===== src/rtl/heap_port_arbiter.sv =====
// Round-robin arbiter sharing one priority-queue heap among NUM_PORTS requesters.
// One heap transaction in flight; pop results are steered back to the issuing port.
module heap_port_arbiter #(
    parameter int NUM_PORTS = 4,
    parameter int W_PORT    = 2,
    parameter int W_D       = 32,
    parameter int W_CNT     = 32
) (
    input  logic                     CLK,
    input  logic                     RST,
    input  logic [NUM_PORTS-1:0]     push_valid,
    input  logic [NUM_PORTS*W_D-1:0] push_data,
    output logic [NUM_PORTS-1:0]     push_ready,
    input  logic [NUM_PORTS-1:0]     pop_req,
    output logic [NUM_PORTS-1:0]     pop_ack,
    output logic [NUM_PORTS-1:0]     pop_valid,
    output logic [W_D-1:0]           pop_data,
    output logic                     pop_empty_err,
    output logic                     heap_write_valid,
    output logic [W_D-1:0]           heap_write_data,
    input  logic                     heap_write_ready,
    output logic                     heap_read_request,
    input  logic [W_D-1:0]           heap_read_data,
    input  logic                     heap_read_valid,
    input  logic                     heap_read_empty,
    output logic                     busy,
    output logic [W_CNT-1:0]         entry_count
);

    typedef enum logic [1:0] {IDLE, PUSH, POP, POP_ERR} state_t;

    state_t               state_q;
    logic [W_PORT-1:0]    rr_ptr_q;
    logic [W_PORT-1:0]    id_q;
    logic [W_D-1:0]       wdata_q;
    logic                 wvalid_q;
    logic                 rreq_q;
    logic [NUM_PORTS-1:0] pop_valid_q;
    logic [W_D-1:0]       pop_data_q;
    logic                 err_q;
    logic [W_CNT-1:0]     cnt_q;

    logic                 found;
    logic [W_PORT-1:0]    gnt;
    logic                 gnt_pop;
    logic [W_D-1:0]       gnt_data;
    logic [NUM_PORTS-1:0] gnt_oh;
    logic [NUM_PORTS-1:0] id_oh;
    logic [W_PORT-1:0]    rr_ptr_d;
    logic                 arb_en;

    // Scan ports starting at rr_ptr; rr_ptr is always < NUM_PORTS.
    always_comb begin
        int idx;
        found = 1'b0;
        gnt   = '0;
        for (int k = 0; k < NUM_PORTS; k++) begin
            idx = int'(rr_ptr_q) + k;
            if (idx >= NUM_PORTS) idx = idx - NUM_PORTS;
            if (!found && (push_valid[idx] || pop_req[idx])) begin
                found = 1'b1;
                gnt   = W_PORT'(idx);
            end
        end
    end

    always_comb begin
        gnt_pop  = 1'b0;
        gnt_data = '0;
        for (int i = 0; i < NUM_PORTS; i++) begin
            if (gnt == W_PORT'(i)) begin
                gnt_pop  = pop_req[i];
                gnt_data = push_data[i*W_D +: W_D];
            end
        end
    end

    assign gnt_oh   = {{(NUM_PORTS-1){1'b0}}, 1'b1} << gnt;
    assign id_oh    = {{(NUM_PORTS-1){1'b0}}, 1'b1} << id_q;
    assign rr_ptr_d = (gnt == W_PORT'(NUM_PORTS-1)) ? '0 : gnt + W_PORT'(1);
    assign arb_en   = (state_q == IDLE) && found;

    assign pop_ack    = (arb_en && gnt_pop)  ? gnt_oh : '0;
    assign push_ready = (arb_en && !gnt_pop) ? gnt_oh : '0;

    always_ff @(posedge CLK) begin
        if (RST) begin
            state_q     <= IDLE;
            rr_ptr_q    <= '0;
            id_q        <= '0;
            wdata_q     <= '0;
            wvalid_q    <= 1'b0;
            rreq_q      <= 1'b0;
            pop_valid_q <= '0;
            pop_data_q  <= '0;
            err_q       <= 1'b0;
            cnt_q       <= '0;
        end else begin
            pop_valid_q <= '0;
            unique case (state_q)
                IDLE: begin
                    if (found) begin
                        rr_ptr_q <= rr_ptr_d;
                        id_q     <= gnt;
                        if (gnt_pop) begin
                            // Empty pops answer at the grant edge; POP_ERR is a cooldown.
                            if (heap_read_empty) begin
                                pop_valid_q <= gnt_oh;
                                err_q       <= 1'b1;
                                pop_data_q  <= '0;
                                state_q     <= POP_ERR;
                            end else begin
                                rreq_q  <= 1'b1;
                                state_q <= POP;
                            end
                        end else begin
                            wdata_q  <= gnt_data;
                            wvalid_q <= 1'b1;
                            state_q  <= PUSH;
                        end
                    end
                end
                PUSH: begin
                    if (heap_write_ready) begin
                        wvalid_q <= 1'b0;
                        cnt_q    <= cnt_q + W_CNT'(1);
                        state_q  <= IDLE;
                    end
                end
                POP: begin
                    if (heap_read_valid) begin
                        rreq_q      <= 1'b0;
                        pop_data_q  <= heap_read_data;
                        pop_valid_q <= id_oh;
                        err_q       <= 1'b0;
                        cnt_q       <= cnt_q - W_CNT'(1);
                        state_q     <= IDLE;
                    end
                end
                POP_ERR: begin
                    state_q <= IDLE;
                end
                default: begin
                    state_q <= IDLE;
                end
            endcase
        end
    end

    assign heap_write_valid  = wvalid_q;
    assign heap_write_data   = wdata_q;
    assign heap_read_request = rreq_q;
    assign pop_valid         = pop_valid_q;
    assign pop_data          = pop_data_q;
    assign pop_empty_err     = err_q;
    assign entry_count       = cnt_q;
    assign busy              = (state_q != IDLE);

endmodule


===== config.mk =====
export PLATFORM = sky130hd
export DESIGN_NAME = heap_port_arbiter
export DESIGN_NICKNAME = d
export VERILOG_FILES = /design/src/rtl/heap_port_arbiter.sv
export SDC_FILE = /design/constraint.sdc
export NUM_CORES = 1
export LEC_CHECK = 0
export ABC_AREA = 1
export BUFFER_PORTS_ARGS = -buffer_cell sky130_fd_sc_hd__buf_2
export CAP_MARGIN = 30
export CORE_MARGIN = 1
export CORE_UTILIZATION = 50
export CTS_CLUSTER_DIAMETER = 120
export DETAILED_ROUTE_END_ITERATION = 16
export PLACE_DENSITY = 0.84
export REMOVE_ABC_BUFFERS = 1
export SYNTH_ARGS = -nofsm -noshare
export SYNTH_HDL_FRONTEND = slang
export SYNTH_SLANG_ARGS = --single-unit
export TNS_END_PERCENT = 100

===== constraint.sdc =====
create_clock -name CLK -period 7.8 [get_ports CLK]
set_input_delay 1.56 -clock CLK [delete_from_list [all_inputs] [get_ports CLK]]
set_output_delay 1.56 -clock CLK [all_outputs]
set_load 0.01 [all_outputs]

**Yosys cells after proc, flatten, opt, wreduce, memory -nomap -nowiden**

Cells that the tools add are included.

- Register bits after elaboration: 109
- Input port bits: 173
- Output and inout port bits: 112
- Logic and storage cells: 150

- Add/subtract/negate cells: 10
- $lt $le $gt $ge: 8
- Equal/unequal tests: 13
- Shifts and indexed selects: 2
- Muxes and demuxes: 79
- Bitwise logic cells: 1
- Reduce and logical (&&, ||, !) cells: 27

Operator list:

| cell | count |
|---|---|
| two-way mux 32 bit | 14 |
| < comparator 32 x 4 -> 1 bit, second input constant | 4 |
| case mux 32 bit (2 select lines) | 2 |
| two-way mux 1 bit | 35 |
| adder 32 x 1 -> 32 bit, second input constant | 1 |
| subtractor 32 x 1 -> 32 bit, second input constant | 1 |
| two-way mux 4 bit | 6 |
| two-way mux 2 bit | 9 |
| binary-select mux 1 bit (select 2 bit) | 8 |
| != test 2 bit, second input constant | 7 |
| subtractor 3 x 3 -> 4 bit, second input constant | 3 |
| AND reduction 5 bit | 2 |
| >= comparator 3 bit, second input constant | 3 |
| AND reduction 3 bit | 3 |
| equality test 2 bit, second input constant | 4 |
| case mux 2 bit (4 select lines) | 1 |
| case mux 4 bit (2 select lines) | 1 |
| nonzero test 2 bit | 4 |
| << shifter 1 x 2 -> 4 bit, first input constant | 2 |
| adder 2 x 2 -> 3 bit, second input constant | 2 |
| logical AND 1 bit | 6 |
| case mux 1 bit (2 select lines) | 3 |
| equality test 2 x 1 -> 1 bit, second input constant | 2 |
| zero test 1 bit | 4 |
| 9 further kinds | 13 |

**Depth between registers and ports, before layout**

Gate-level depths: netlist (run 1).

- Depth in word-level cells: 24
- Depth in mapped cells: 27
- Mapped depth without buffers: 24

**Least setup slack after synthesis (run 1)**

No wires, ideal clock.

- Path kind: input port to output port
- Start point: input port push_valid[2]
- End point: output port push_ready[0]
- Arrival: 3786 ps
- Data required time: 6240 ps
- Slack: 2454 ps
- Cell stages on the path: 17
- Buffers on the path: 3
- Path through: inv_1 > o21ai_0 > nand2_1 > nand2_1 > nor2_4 > nand4_4 > buf_2 > nand3_1 > inv_1 > ha_1 > buf_4 > inv_1 > or2_2 > nand2_2 > nand3_2 > buf_2 > nor2_1

- Word-level cells in the longest chain between the ends: 22
- Elaborated cells between the ends (all ways): 43
- Classes of those cells: eq/ne: 3; shift: 1; mux: 25; reduce/logical: 14

RTL lines:

| item | line | text |
|---|---|---|
| start, declared | 11 | `input logic [NUM_PORTS-1:0] push_valid,` |
| binary-select mux 1 bit (select 2 bit) | 60 | `if (!found && (push_valid[idx] \|\| pop_req[idx])) begin` |
| two-way mux 1 bit (not written as such) (2 in series) | 60 |  |
| logical OR 1 bit | 60 |  |
| two-way mux 1 bit | 60 |  |
| zero test 1 bit | 60 |  |
| logical AND 1 bit | 60 |  |
| two-way mux 1 bit | 60 |  |
| zero test 1 bit | 60 |  |
| (+3 left out) | - |  |
| logical AND 1 bit | 60 |  |
| two-way mux 2 bit (*) | 60 |  |
| via gnt[0] | 44 | `logic [W_PORT-1:0] gnt;` |
| zero test 2 bit | 71 | `if (gnt == W_PORT'(i)) begin` |
| two-way mux 1 bit (4 in series) | 71 |  |
| zero test 1 bit | 84 | `assign push_ready = (arb_en && !gnt_pop) ? gnt_oh : '0;` |
| logical AND 1 bit | 84 |  |
| two-way mux 4 bit (*) | 84 |  |
| end, declared | 13 | `output logic [NUM_PORTS-1:0] push_ready,` |

The timed path passes the listed nets; every way through them passes the cells marked *. The select of a mux whose other input is x is not followed.

**Worst setup path after layout (run 1)**

- Start point: input port pop_req[2]
- End point: output port push_ready[0]

- Word-level cells in the longest chain between the ends: 22
- Elaborated cells between the ends (all ways): 43
- Classes of those cells: eq/ne: 3; shift: 1; mux: 25; reduce/logical: 14

RTL lines:

| item | line | text |
|---|---|---|
| start, declared | 14 | `input logic [NUM_PORTS-1:0] pop_req,` |
| binary-select mux 1 bit (select 2 bit) | 60 |  |
| two-way mux 1 bit (not written as such) (2 in series) | 60 |  |
| logical OR 1 bit | 60 |  |
| two-way mux 1 bit | 60 |  |
| zero test 1 bit | 60 |  |
| logical AND 1 bit | 60 |  |
| two-way mux 1 bit | 60 |  |
| zero test 1 bit | 60 |  |
| (+3 left out) | - |  |
| logical AND 1 bit | 60 |  |
| two-way mux 2 bit (*) | 60 |  |
| via gnt[0] | 44 |  |
| zero test 2 bit | 71 |  |
| two-way mux 1 bit (4 in series) | 71 |  |
| zero test 1 bit | 84 |  |
| logical AND 1 bit | 84 |  |
| two-way mux 4 bit (*) | 84 |  |

Marked as above.

==> results.cfg, run 1 <==
[global_route]
grt_pass1_wl_um = 40600
grt_max_degree = 70
overflow = 0
antenna_found_initial = 3
grt_usage_pct = 32.5
grt_pass1_vias = 7849

[synth]
yosysUniqueCellTypes = 35
ys_seq_elements = 109
ys_seq_area_share_pct = 29.1
synth_ff_type = dfxtp_1
synth_edf_count = 0
synth_area_um2 = 7510
synth_area_per_cell_um2 = 6.11
netlist_instances = 1228
yosys_warnings = 0
synthArstFlopShare_pct = 0

[drt]
first_pass_iters = 5
wl_per_cell_um = 15.4
avgViaCountPerCell = 5.29
drcViolationCount = 0
drt_iter0_drc = 708
wirelength_um = 25700
via_count = 8798
postRouteAntennaNets = 0

[floorplanning]
pin_count = 285
die-area_um2 = 15500
die_width_um = 125
core_um2 = 14600
row_count = 44
fp.dieH_um = 125
initial_core_util_pct = 51.5

[critical_path]
crit_slowest_cell = nand4_4
crit_family = simple AND/OR/NAND/NOR gates
cp-end-kind = output pin
cp_max_fo = 34
timing.reg2reg.setup_slack_ns = 2.76
worst-path-buf-inv = 7
reg2reg_to = heap_write_data[7]$_SDFFE_PP0P_
crit_top_cell = nand2_1
cp_num_cells = 22
cp.arrival_ns = 5.33
cp.required_ns = 6.24
startpoint = pop_req[2]
startpoint_type = input port
path_class = input port to output pin
cpPeakStageDelay_ns = 0.39
r2r_cells = 23
critPathCapture = push_ready[0]
r2r-start = rr_ptr_q[0]$_SDFFE_PP0P_
crit_chain = buf_2, inv_1, o21ai_0, nand2_1, nand2_1, nor2_4, nand4_4, nand3_1, inv_1, ha_1, buf_4, inv_2, nand2_1, inv_2, nand2_1, nand2_1, nand2_1, nand2_1, nand2_2, nand3_2, nor2_1, buf_2

[sta]
fin_crit_ns = 6.89
period_share_pct = 88.4
finClkSkew_ns = 0.0104
slew_headroom_pct = 40.9
tightest_slew_ns = 0.884
setup_viol = 0
slew_viol_final = 0
fmax_mhz = 145
rsz0062_at_grt = no
fin_tns_setup_ns = 0
hold_viol = 0

[placed_design]
place.port_buffers = 284
routabilityCongestion = 0.984
dp_hpwl_um = 19900

[layout]
mostFrequentLayoutCell = nand2_1
drive_above_1_share_pct = 22.4
most-common-layout-cells = 418 x nand2_1, 284 x buf_2, 135 x inv_1, 121 x a21oi_1, 109 x dfxtp_1
num_antenna_cells = 0
utilization_pct = 63.6
area_growth_pct = 23.6
nets = 1682

[clock_network]
worst_setup_hold_path_clk_slew_ns = 0.08
cts_hold_buf = 0
clk-insertion-delay-late_ns = 0.36
cts_buffers = 9
post-cts-setup-buffer-count = 0
cts.path.max_buffers = 2
cts_tree = done
cts_sinks = 109
cts-root-buf = clkbuf_16
htreeDepth = 3
cts-resized-gates = 0

[hold_path]
min-delay-start = pop_empty_err$_SDFFE_PP0P_
worstHoldPathType = flip-flop to flip-flop

[power_and_ir_drop]
power.leakage_nw = 5.08
p_total_mw = 3.55
ir_worst_vdd_mv = 0.225
power_density_nw_per_um2 = 383

[run_status]
status = completed

[run]
maxCapViolCount = 0
-- per-stage QoR --
stage / std cells / setup slack [ns] / hold slack, ns / instance area (µm²)
after floorplan: 1168 / 0.830 / 0.471 / 7220
after global placement: 1646 / 0.999 / 0.439 / 8950
after detailed placement: 1647 / 0.941 / 0.440 / 8980
after CTS: 1663 / 0.939 / 0.451 / 9280
after global routing: 1663 / 0.466 / 0.473 / 9280
final: 1663 / 0.908 / 0.448 / 9280
-- tightest hold or removal path, stage by stage, from the launching register on --
cell     delay [ns]
dfxtp_1        0.31
inv_1          0.04
a21oi_1        0.05
-- state kept, by name, indices dropped and copies added (netlist names) --
name / flops
pop_data: 32
heap_write_valid: 1
entry_count: 32
heap_read_request: 1
pop_valid: 4
heap_write_data: 32
pop_empty_err: 1
state_q: 2
id_q: 2
rr_ptr_q: 2
-- Yosys cell counts, types with 2 or more instances --
master	number	share of area (%)
nand2_1	418	21
inv_1	135	6.8
a21oi_1	121	8.1
dfxtp_1	109	29
o21ai_0	97	6.5
nor2_1	76	3.8
nand3_1	57	3.8
ha_1	34	5.7
clkbuf_1	33	1.7
nand4_1	29	2.4
o21bai_1	19	1.9
a22oi_1	18	1.8
buf_2	15	1.0
xor2_1	14	1.6
buf_4	7	0.70
inv_2	6	0.30
nor3_1	6	0.40
a21o_1	3	0.30
buf_1	3	0.15
o211ai_1	3	0.30
or2_2	3	0.25
xnor2_1	3	0.35
buf_6	2	0.30
nand2_2	2	0.17
nand3b_1	2	0.20
nor2_2	2	0.17
nor2_4	2	0.30
o21ai_1	2	0.13
-- power by group --
group / total (mW) / switching, mW / internal, mW
clock: 0.469 / 0.236 / 0.232
sequential: 0.769 / 0.0901 / 0.679
combinational: 2.31 / 1.54 / 0.770
total: 3.55 / 1.87 / 1.68
-- worst min-delay path by stage --
stage                                            end  slack, ns  cells past startpoint
floorplan                    pop_valid[2]$_SDFF_PP0_       0.47                      2
global placement          pop_empty_err$_SDFFE_PP0P_       0.44                      2
detailed placement        pop_empty_err$_SDFFE_PP0P_       0.44                      2
CTS                       pop_empty_err$_SDFFE_PP0P_       0.45                      2
global route        heap_write_data[25]$_SDFFE_PP0P_       0.47                      2
finish                    pop_empty_err$_SDFFE_PP0P_       0.45                      2
-- layer usage --
layer	global-route usage (%)	routed length, µm	vias to the layer above
li1	-	-	4459
met1	41.5	11200	3961
met2	54.4	12100	315
met3	6.01	1510	57
met4	11.6	771	6
met5	0	41	-
-- cell type report --
type                    count  area (µm²)
multi-input cells         918        4520
fillers                  1424        5310
flip-flops and latches    109        2180
inverters                 141         529
repair buffers            295        1520
clock buffers              10         239
well taps                 184         230
clock inverters             6        55.1
-- logic make-up (layout without fill, tap and decap cells) --
group / count (synthesis) / count (layout) / synth area share (%)
AND/OR/NAND/NOR: 600 / 600 / 32.9
adder cells (fa/ha/maj): 35 / 35 / 5.93
XOR/XNOR: 17 / 17 / 1.98
AO/OA/AOI/OAI: 266 / 266 / 19.3
flip-flops: 109 / 109 / 29.1
buffers and inverters: 201 / 452 / 10.8
Note: power is estimated with default switching activity, not from simulation.
==> run 2: changes to the inputs <==
--- a/config.mk
+++ b/config.mk
@@ -9,10 +9,10 @@
 export BUFFER_PORTS_ARGS = -buffer_cell sky130_fd_sc_hd__buf_2
 export CAP_MARGIN = 30
 export CORE_MARGIN = 1
-export CORE_UTILIZATION = 50
+export CORE_UTILIZATION = 54
 export CTS_CLUSTER_DIAMETER = 120
 export DETAILED_ROUTE_END_ITERATION = 16
-export PLACE_DENSITY = 0.84
+export PLACE_DENSITY = 0.9
 export REMOVE_ABC_BUFFERS = 1
 export SYNTH_ARGS = -nofsm -noshare
 export SYNTH_HDL_FRONTEND = slang
==> results.cfg, run 2 (synthesized netlist as in run 1, its figures left out) <==
[clock_network]
htreeDepth = 3
cts.path.max_buffers = 2
cts-root-buf = clkbuf_16
cts-resized-gates = 0
post-cts-setup-buffer-count = 0
clk-insertion-delay-late_ns = 0.36
worst_setup_hold_path_clk_slew_ns = 0.08
cts_buffers = 9
cts_sinks = 109
cts_tree = done
cts_hold_buf = 0

[placed_design]
place.port_buffers = 284
pre_cts_ws_ns = 1.15
dp_hpwl_um = 19500
dp_cells = 1639
place_area_um2 = 8970
routabilityCongestion = 0.998

[layout]
mostFrequentLayoutCell = nand2_1
final_area_um2 = 9290
final_cells = 1656
most-common-layout-cells = 418 x nand2_1, 284 x buf_2, 135 x inv_1, 121 x a21oi_1, 109 x dfxtp_1
area_growth_pct = 23.8
nets = 1682
utilization_pct = 69.3
drive_above_1_share_pct = 22.4

[critical_path]
reg2reg_to = heap_write_data[27]$_SDFFE_PP0P_
path_class = input port to output pin
cp.required_ns = 6.24
cp.arrival_ns = 5.17
cp-end-kind = output pin
cp_max_fo = 32
crit_chain = buf_2, inv_1, o21ai_0, nand2_1, nand2_1, nor2_4, nand4_4, nand3_1, inv_1, ha_2, inv_1, or2_2, nand2_2, nand3_2, nor2_1, buf_2
crit_slowest_cell = ha_2
r2r_cells = 22
crit_family = simple AND/OR/NAND/NOR gates
r2r-start = rr_ptr_q[0]$_SDFFE_PP0P_
worst-path-buf-inv = 5
crit_top_cell = inv_1
startpoint_type = input port
cpPeakStageDelay_ns = 0.49
cp_num_cells = 16
timing.reg2reg.setup_slack_ns = 3.02

[sta]
rsz0062_at_grt = no
holdWs_ns = 0.456
finClkSkew_ns = 0.00934
setup_viol = 0
tightest_slew_ns = 0.863
fin_crit_ns = 6.73
fmax_mhz = 149
finalWorstSetupSlack_ns = 1.07
fin_tns_setup_ns = 0
slew_headroom_pct = 42.3
slew_viol_final = 0
hold_viol = 0
period_share_pct = 86.3

[drt]
drt_iter0_drc = 671
avgViaCountPerCell = 5.41
first_pass_iters = 5
via_count = 8958
wirelength_um = 25400
postRouteAntennaNets = 0
wl_per_cell_um = 15.3
drcViolationCount = 0

[run]
maxCapViolCount = 0

[global_route]
overflow = 0
grt_pass1_wl_um = 39300
antenna_found_initial = 5
grt_usage_pct = 34.7
grt_max_degree = 70
grt_pass1_vias = 7963

[floorplanning]
core_um2 = 13400
initial_core_util_pct = 56.0
die-area_um2 = 14400
fp.dieH_um = 120
pin_count = 285
die_width_um = 120
row_count = 42

[hold_path]
hold-path-cell-count = 2
min-delay-start = pop_empty_err$_SDFFE_PP0P_
hold_path_end = pop_empty_err$_SDFFE_PP0P_
worstHoldPathType = flip-flop to flip-flop

[power_and_ir_drop]
ir_worst_vdd_mv = 0.262
power.leakage_nw = 5.08
p_total_mw = 3.58
power_density_nw_per_um2 = 386

[run_status]
status = completed
## run 2: changes by cell type in the layout (fill, tap and decap cells not counted)
cell | before | now
clkbuf_8 | 1 | 0
clkinv_2 | 2 | 0
clkinv_4 | 0 | 1
clkinv_8 | 1 | 3
diode_2 | 0 | 1
inv_12 | 0 | 1
inv_8 | 1 | 0
## run 2: worst max-delay path by stage
| stage | startpoint | end | slack [ns] |
|---|---|---|---|
| 2_1_floorplan | push_valid[2] | push_ready[0] | 0.83 |
| 6_report | push_valid[2] | push_ready[1] | 1.07 |
| 5_1_grt | pop_req[2] | push_ready[1] | 0.70 |
| 3_3_place_gp | push_valid[2] | push_ready[1] | 1.27 |
| 4_1_cts | push_valid[2] | push_ready[1] | 1.15 |
| 3_5_place_dp | push_valid[2] | push_ready[1] | 1.15 |
## run 2: routing by layer
| layer | wire, µm | part of all wire, % | global-route usage [%] | up-vias |
|---|---|---|---|---|
| met5 | 53 | 0.21 | 0 | - |
| met4 | 896 | 3.5 | 14.8 | 8 |
| met3 | 2240 | 8.8 | 7.89 | 68 |
| met2 | 11400 | 45 | 55.2 | 412 |
| met1 | 10800 | 43 | 45.0 | 4001 |
| li1 | - | - | - | 4469 |
## run 2: tightest hold or removal path, cell delays in order, from the launching register on
cell and delay [ns]:
dfxtp_1 0.32, inv_1 0.05, a21oi_1 0.05
## run 2: report_power, final
part / internal (mW) / switching (mW) / total (mW)
registers: 0.679 / 0.0893 / 0.769
clock network: 0.233 / 0.257 / 0.490
logic: 0.774 / 1.55 / 2.32
## run 2: cell type report
class	instances	area (µm²)
clock inverters	7	91.3
flip-flops and latches	109	2180
diodes	1	2.50
repair buffers	295	1520
clock buffers	9	225
inverters	141	529
well taps	176	220
multi-input cells	918	4520
fillers	1259	4110
==> run 3: changes to the inputs <==
--- a/config.mk
+++ b/config.mk
@@ -9,10 +9,10 @@
 export BUFFER_PORTS_ARGS = -buffer_cell sky130_fd_sc_hd__buf_2
 export CAP_MARGIN = 30
 export CORE_MARGIN = 1
-export CORE_UTILIZATION = 54
+export CORE_UTILIZATION = 50
 export CTS_CLUSTER_DIAMETER = 120
 export DETAILED_ROUTE_END_ITERATION = 16
-export PLACE_DENSITY = 0.9
+export PLACE_DENSITY = 0.84
 export REMOVE_ABC_BUFFERS = 1
 export SYNTH_ARGS = -nofsm -noshare
 export SYNTH_HDL_FRONTEND = slang
==> constraint.sdc (replaced) <==
create_clock -name CLK -period 6.55 [get_ports CLK]
set_input_delay 1.31 -clock CLK [delete_from_list [all_inputs] [get_ports CLK]]
set_output_delay 1.31 -clock CLK [all_outputs]
set_load 0.01 [all_outputs]
==> results.cfg, run 3 (synthesized netlist as in run 1, its figures left out) <==
[clock_network]
clk-insertion-delay-late_ns = 0.37
cts_buffers = 9
worst_setup_hold_path_clk_slew_ns = 0.09
post-cts-setup-buffer-count = 0
cts-root-buf = clkbuf_16
cts.path.max_buffers = 2
htreeDepth = 3
cts_sinks = 109
cts_tree = done
cts_hold_buf = 0
cts-resized-gates = 0

[power_and_ir_drop]
pwr-share-clk_pct = 14.0
power.leakage_nw = 5.10
p_total_mw = 4.26
comb_power_share_pct = 64.5
p_seq_share_pct = 21.5
swShare_pct = 52.6
ir_worst_vdd_mv = 0.299
switchingPower_mw = 2.24
power_density_nw_per_um2 = 457
intPower_mw = 2.02

[sta]
hold_viol = 0
rsz0062_at_grt = no
slew_headroom_pct = 31.3
slew_viol_final = 0
fmax_mhz = 180
period_share_pct = 84.9
fin_crit_ns = 5.56
tightest_slew_ns = 1.03
finClkSkew_ns = 0.00782
holdWs_ns = 0.458
fin_tns_setup_ns = 0
setup_viol = 0

[drt]
avgViaCountPerCell = 5.24
via_count = 8735
first_pass_iters = 5
wirelength_um = 25200
drt_iter0_drc = 684
wl_per_cell_um = 15.1
postRouteAntennaNets = 0
drcViolationCount = 0

[critical_path]
cp.arrival_ns = 4.25
crit_family = simple AND/OR/NAND/NOR gates
crit_top_cell = nand2_1
path_class = input port to output pin
cp.required_ns = 5.24
crit_chain = buf_2, inv_1, o21ai_0, nand2_1, nand2_1, nor2_4, nand3_1, o211ai_1, inv_1, ha_1, buf_4, nand2_1, nand2_1, nand2_1, nand2_1, nand2_2, nand3_2, nor2_1, buf_2
worst-path-buf-inv = 5
startpoint_type = input port
cpPeakStageDelay_ns = 0.41
cp-end-kind = output pin
cp_max_fo = 32
crit_slowest_cell = nand2_2

[global_route]
grt_pass1_wl_um = 40800
grt_max_degree = 70
grt_pass1_vias = 7859
overflow = 0
antenna_found_initial = 4
grt_usage_pct = 32.6

[layout]
mostFrequentLayoutCell = nand2_1
area_growth_pct = 24.2
nets = 1684
utilization_pct = 63.9
num-fill-cells = 1380
most-common-layout-cells = 418 x nand2_1, 284 x buf_2, 135 x inv_1, 121 x a21oi_1, 109 x dfxtp_1
drive_above_1_share_pct = 22.5

[placed_design]
dp_hpwl_um = 19500
routabilityCongestion = 0.996
place.port_buffers = 284

[hold_path]
worstHoldPathType = flip-flop to flip-flop

[floorplanning]
die_width_um = 125
row_count = 44
core_um2 = 14600
fp.dieH_um = 125
initial_core_util_pct = 51.5
pin_count = 285
die-area_um2 = 15500

[run]
maxCapViolCount = 0

[run_status]
status = completed
-- run 3: cell types whose count changed in the layout (fill, tap and decap cells not counted), sizes merged --
cell	change
inv	+1
buf	+2
clkinv	-1
-- run 3: path summary, 6_finish.rpt --
check / cells past startpoint / end / slack [ns] / start
worst min register to register: 2 / pop_empty_err$_SDFFE_PP0P_ / 0.46 / pop_empty_err$_SDFFE_PP0P_
worst max register to register: 17 / heap_write_data[21]$_SDFFE_PP0P_ / 2.40 / rr_ptr_q[0]$_SDFFE_PP0P_
worst max-delay path: 19 / push_ready[1] / 0.99 / pop_req[2]
worst min-delay path: 2 / pop_empty_err$_SDFFE_PP0P_ / 0.46 / pop_empty_err$_SDFFE_PP0P_
-- run 3: tightest hold or removal path, cell delays in order, from the launching register on --
cell	delay [ns]
dfxtp_1	0.32
inv_1	0.05
a21oi_1	0.05
-- run 3: layer usage --
metal | wire length (µm) | vias up | global-route usage [%]
met3 | 1540 | 57 | 5.20
met2 | 11800 | 337 | 53.0
met4 | 716 | 4 | 11.9
met1 | 11100 | 3868 | 43.3
li1 | - | 4469 | -
met5 | 27 | - | 0
-- run 3: area by class of cell --
type | instances | area [µm²] | share of cell area [%]
Multi-Input combinational cell | 918 | 4520 | 48.4
Sequential cell | 109 | 2180 | 23.4
Timing Repair Buffer | 297 | 1540 | 16.5
Inverter | 141 | 529 | 5.68
Tap cell | 184 | 230 | 2.47
Clock buffer | 9 | 225 | 2.42
Clock inverter | 7 | 101 | 1.09
Antenna cell | 1 | 2.50 | 0.0268
-- run 3: power groups by stage --
stage               sequential (mW)  clock [mW]  combinational [mW]
detailed placement            0.930           0                2.73
finish                        0.916       0.596                2.75
floorplan                     0.967           0                1.83
CTS                           0.916       0.608                2.74
global route                  0.936       0.631                3.12
global placement              0.927           0                2.69
-- run 3: through the flow --
step / cell area [µm²] / setup WS, ns / std cells
final: 9330 / 0.986 / 1666
after global routing: 9330 / 0.582 / 1666
after CTS: 9320 / 0.987 / 1665
after detailed placement: 9000 / 0.986 / 1649
after global placement: 8970 / 1.06 / 1648
after floorplan: 7220 / 0.0802 / 1168
